==> src/rtl/ram8.sv <==
// 8-word single-port RAM: combinational read, synchronous write, async active-high clear.
// Optional RAM8_INIT_ADDR_EN: reset loads word[i] = i instead of 0.
`timescale 1ns/1ps
module ram8 #(
  parameter int unsigned WIDTH = 16
) (
  input  logic             clock,
  input  logic             reset,
  input  logic [WIDTH-1:0] in,
  input  logic             load,
  input  logic [2:0]       address,
  output logic [WIDTH-1:0] out
);

  localparam int unsigned DEPTH = 8;

  logic [WIDTH-1:0] word_q [DEPTH];
  logic [WIDTH-1:0] word_d [DEPTH];

  // Next-state: hold every word, overwrite only the addressed one when loading.
  always_comb begin
    for (int unsigned i = 0; i < DEPTH; i++) begin
      word_d[i] = word_q[i];
    end
    if (load) begin
      word_d[address] = in;
    end
  end

  always_ff @(posedge clock or posedge reset) begin
    if (reset) begin
      for (int unsigned i = 0; i < DEPTH; i++) begin
`ifdef RAM8_INIT_ADDR_EN
        word_q[i] <= WIDTH'(i);
`else
        word_q[i] <= '0;
`endif
      end
    end else begin
      for (int unsigned i = 0; i < DEPTH; i++) begin
        word_q[i] <= word_d[i];
      end
    end
  end

  assign out = word_q[address];

endmodule

==> config.mk <==
export PLATFORM = sky130hd
export DESIGN_NAME = ram8
export DESIGN_NICKNAME = d
export VERILOG_FILES = /design/src/rtl/ram8.sv
export SDC_FILE = /design/constraint.sdc
export NUM_CORES = 1
export LEC_CHECK = 0
export ABC_CLOCK_PERIOD_IN_PS = 4500
export CORE_AREA = 2 2 158 160
export DETAILED_ROUTE_END_ITERATION = 10
export DIE_AREA = 0 0 160 162
export HOLD_SLACK_MARGIN = 0.03
export PLACE_DENSITY_LB_ADDON = 0.12
export SYNTH_ARGS = -nofsm -noshare
export SYNTH_HDL_FRONTEND = slang
export SYNTH_SLANG_ARGS = --single-unit
==> constraint.sdc <==
create_clock -name clock -period 4.5 [get_ports clock]
set_input_delay 0.45 -clock clock [delete_from_list [all_inputs] [get_ports clock]]
set_output_delay 0.45 -clock clock [all_outputs]
set_load 0.02 [all_outputs]
# After elaboration in Yosys (flattened, before gate mapping)
# Index checks and enable logic that the tools add are counted.
dict set report classes {
  n_lt_le_gt_ge 2
  muxes 6
  bitwise_logic 1
  reduce_logical 1
}
# cell n
set ops {}
lappend ops {{$bwmux W128} 1}
lappend ops {{$bmux W16 S3} 1}
lappend ops {{$demux W16 S3} 1}
lappend ops {{$mux W16} 3}
lappend ops {{$ge A4 B4 Y1 const B} 1}
lappend ops {{$lt A4 B1 Y1 const B} 1}
lappend ops {{$not A3 Y4} 1}
lappend ops {{$logic_and A1 B1 Y1} 1}
dict set report totals {
  reg_bits 128
  input_bits 22
  out_inout_bits 16
  word_cells 18
}

# Logic depth before layout (Yosys ltp)
dict set report depth {
  depth_word 6
  ltp_mapped 5
  mapped_depth_nobuf 2
}

# Worst setup path after synthesis
# No wires, ideal clock.
dict set report synth_timing {
  kind {in2out}
  from {input port address[0]}
  to {output port out[0]}
  arrival_ns 1.607
  path_slack_ns 2.443
  stages 5
  n_path_buf 3
  path_cell_list {buf_6 -> buf_2 -> buf_2 -> mux4_2 -> mux2_2}
}
dict set report synth_via {
  elab_chain_len 4
}
# element line_no
set synth_lines {}
lappend synth_lines {{start, declared} 11} ;# input logic [2:0] address,
lappend synth_lines {{$not A3 Y4 (not written as such)} 46} ;# assign out = word_q[address];
lappend synth_lines {{$bmux W16 S3} 46}
lappend synth_lines {{$mux W16 (not written as such) (2 in a row)} 46}
lappend synth_lines {{end, declared} 12} ;# output logic [WIDTH-1:0] out
# No other way between the ends. The select of a mux whose other input is x is not followed.

# Final worst setup path
dict set report layout_timing {
  from {input port address[2]}
  to {output port out[6]}
}
# The elaborated chain is that of the path after synthesis.

==> results.md <==
- Area Growth Syn to Fin: 21.4%
- Remaining antenna violation count: 0
- Clock slew at reported path FFs: 0.05 ns
- CTS H-tree lvls: 4
- Crit path kind: in2out
- Startpoint Class: input pin
- Seq/Total Area, Yosys: 53.6%
- Largest regs: word_q: 128 flops
- First-pass GRT wire length: 21500 µm
- CP Capture Point: out[6]
- Syn_area_per_cell: 17.8 µm²
- Max-cap violations: 0
- CP max stage cell: buf_2
- Final setup fails: 0
- Flop2flop setup slack: 3.73 ns
- Fin cells: 711
- DRT Wirelength: 13700 µm
- R2r startpoint: word_q[73]
- CP Launch Point: address[2]
- Peak supply drop: 0.242 mV
- Most frequent cells in the layout: mux2_2, dfrtp_1, clkdlybuf4s50_1
- Max-slew violation count: 0
- Inserted Clock Buffers: 17
- CTS root buf: clkbuf_16
- Aggregate global routing overflow: 0
- CP cell instances: buf_2 > buf_4 > mux4_1 > mux2_2 > clkdlybuf4s50_1
- Pwr dens: 501 mW/mm²
- Max reg flops: 128
- Ant diodes: 0
- CTS tree: done
- Synth warnings: 0
- Die W: 160 µm
- Unique masters post-synth: 14
- Post-DP HPWL: 7790 µm
- Syn Nets: 357
- GPL Wtd Cong: 0.654
- Initial antenna violation count: 0
- Vias in the first global route: 3442
- TritonCTS sink count: 128
- Outcome: completed
- #FFs+latches synth: 128
- Detailed-route DRC error count: 0
- Placed cell count: 679
- Worst path max stage delay: 0.72 ns
- RSZ-0062 raised after global routing: false
- Worst r2r path cells: 1
- Final min period: 3.35 ns
- CP Buf/Inv Count: 3
- Hold Crit Class: reg2reg
- Resized Gates After CTS: 0
- Crit end category: output port
- IO Count: 38
- Period utilization: 74.5%
- Postcts setup bufs: 0
- Max clock buf depth: 2
- 1st-iter DRT viols: 111
- Starting Density: 24.8%
- Highest Clock Rate: 298 MHz
- Rel. slew slack: 36.3%
- Req. time, crit path: 4.05 ns
- Family with the most delay on the worst path: buffers and inverters
- Commonest non-fill, non-tap cell in the layout: mux2_2
- Vias: 3149
- Die Height: 162 µm
- WP depth: 5
- Cell area after synthesis: 0.00598 mm²
- Fraction of layout cells with a size suffix above 1: 50.4%
- Critical R2R Capture: word_q[73]
- Total die area: 0.0259 mm²
- Global Route Usage Sum: 11.3%
- Row count: 57
- Fin Setup TNS: 0 ns
- Mapped Cells: 335
- Reg with most FFs: word_q
- Fin. Hold Viols: 0
- Nets: 396
- CP max FO: 30
- Core area: 0.0241 mm²
- Vias per inst: 4.43
- Leakage power: 3.03 nW
- DRT Pass-1 Iters: 4
- Input/output buffers: 37
- Insertion delay to the later sink of the worst-skew pair: 0.41 ns
- CTS Hold Bufs: 0
- Routed len/inst: 19.2 µm
- Setup Skew: 0 ns
- CP Data Arrival Time: 2.90 ns
- Largest net degree at the start of global routing: 129
- Worst slew pin tran: 0.956 ns
==> power breakdown <==
| group | total, W | internal (W) | switching, W |
|---|---|---|---|
| Clock | 0.00144 | 0.000943 | 0.000498 |
| Sequential | 0.00152 | 0.00141 | 0.000114 |
| Combinational | 0.000674 | 0.000422 | 0.000252 |
==> worst min path at each step <==
stage | from | endpoint | slack [ns] | cells past startpoint
final | word_q[73] | word_q[73] | 0.49 | 1
after global routing | word_q[111] | word_q[111] | 0.51 | 1
after CTS | word_q[30] | word_q[30] | 0.50 | 1
after detailed placement | word_q[26] | word_q[26] | 0.49 | 1
after global placement | word_q[19] | word_q[19] | 0.48 | 1
after floorplan | word_q[73] | word_q[73] | 0.46 | 1
==> layout make-up <==
cell class | instances | area (µm²)
inverter | 1 | 6.26
tap | 324 | 405
timing repair buffer | 42 | 418
clock inverter | 9 | 129
clock buffer | 23 | 498
multi-input combinational | 184 | 2600
sequential | 128 | 3200
fill | 2433 | 16800
==> cell families after synthesis <==
group	share of synthesized area [%]
buffers and inverters	2.93
AND/OR/NAND/NOR	2.57
multiplexers	40.9
flip-flops	53.6
==> Yosys cell counts, drive strengths merged <==
library cell	n	share of area, %
and4bb	3	0.63
buf	22	2.9
dfrtp	128	54
inv	1	0.063
mux2	144	27
mux4	32	14
nand4	1	0.36
nand4b	3	1.2
nor4b	1	0.40
==> metal layers <==
metal	wire (µm)	track usage, %	vias to the layer above
li1	-	-	1388
met1	6630	14.7	1705
met2	6500	18.1	43
met3	334	3.12	13
met4	210	3.93	0
met5	0	0	-
==> metrics by stage <==
| stage | instance area [µm²] | hold WS (ns) | total power (W) | util, % | setup WS (ns) |
|---|---|---|---|---|---|
| after floorplan | 5980 | 0.456 | 0.00200 | - | 0.637 |
| after global placement | 6630 | 0.479 | 0.00221 | 27.5 | 1.12 |
| after detailed placement | 6630 | 0.486 | 0.00223 | 27.5 | 1.10 |
| after CTS | 7260 | 0.499 | 0.00370 | 30.1 | 1.09 |
| after global routing | 7260 | 0.510 | 0.00383 | 30.1 | 1.04 |
| final | 7260 | 0.491 | 0.00363 | 30.1 | 1.15 |
Power figures use the tool's default switching activity.
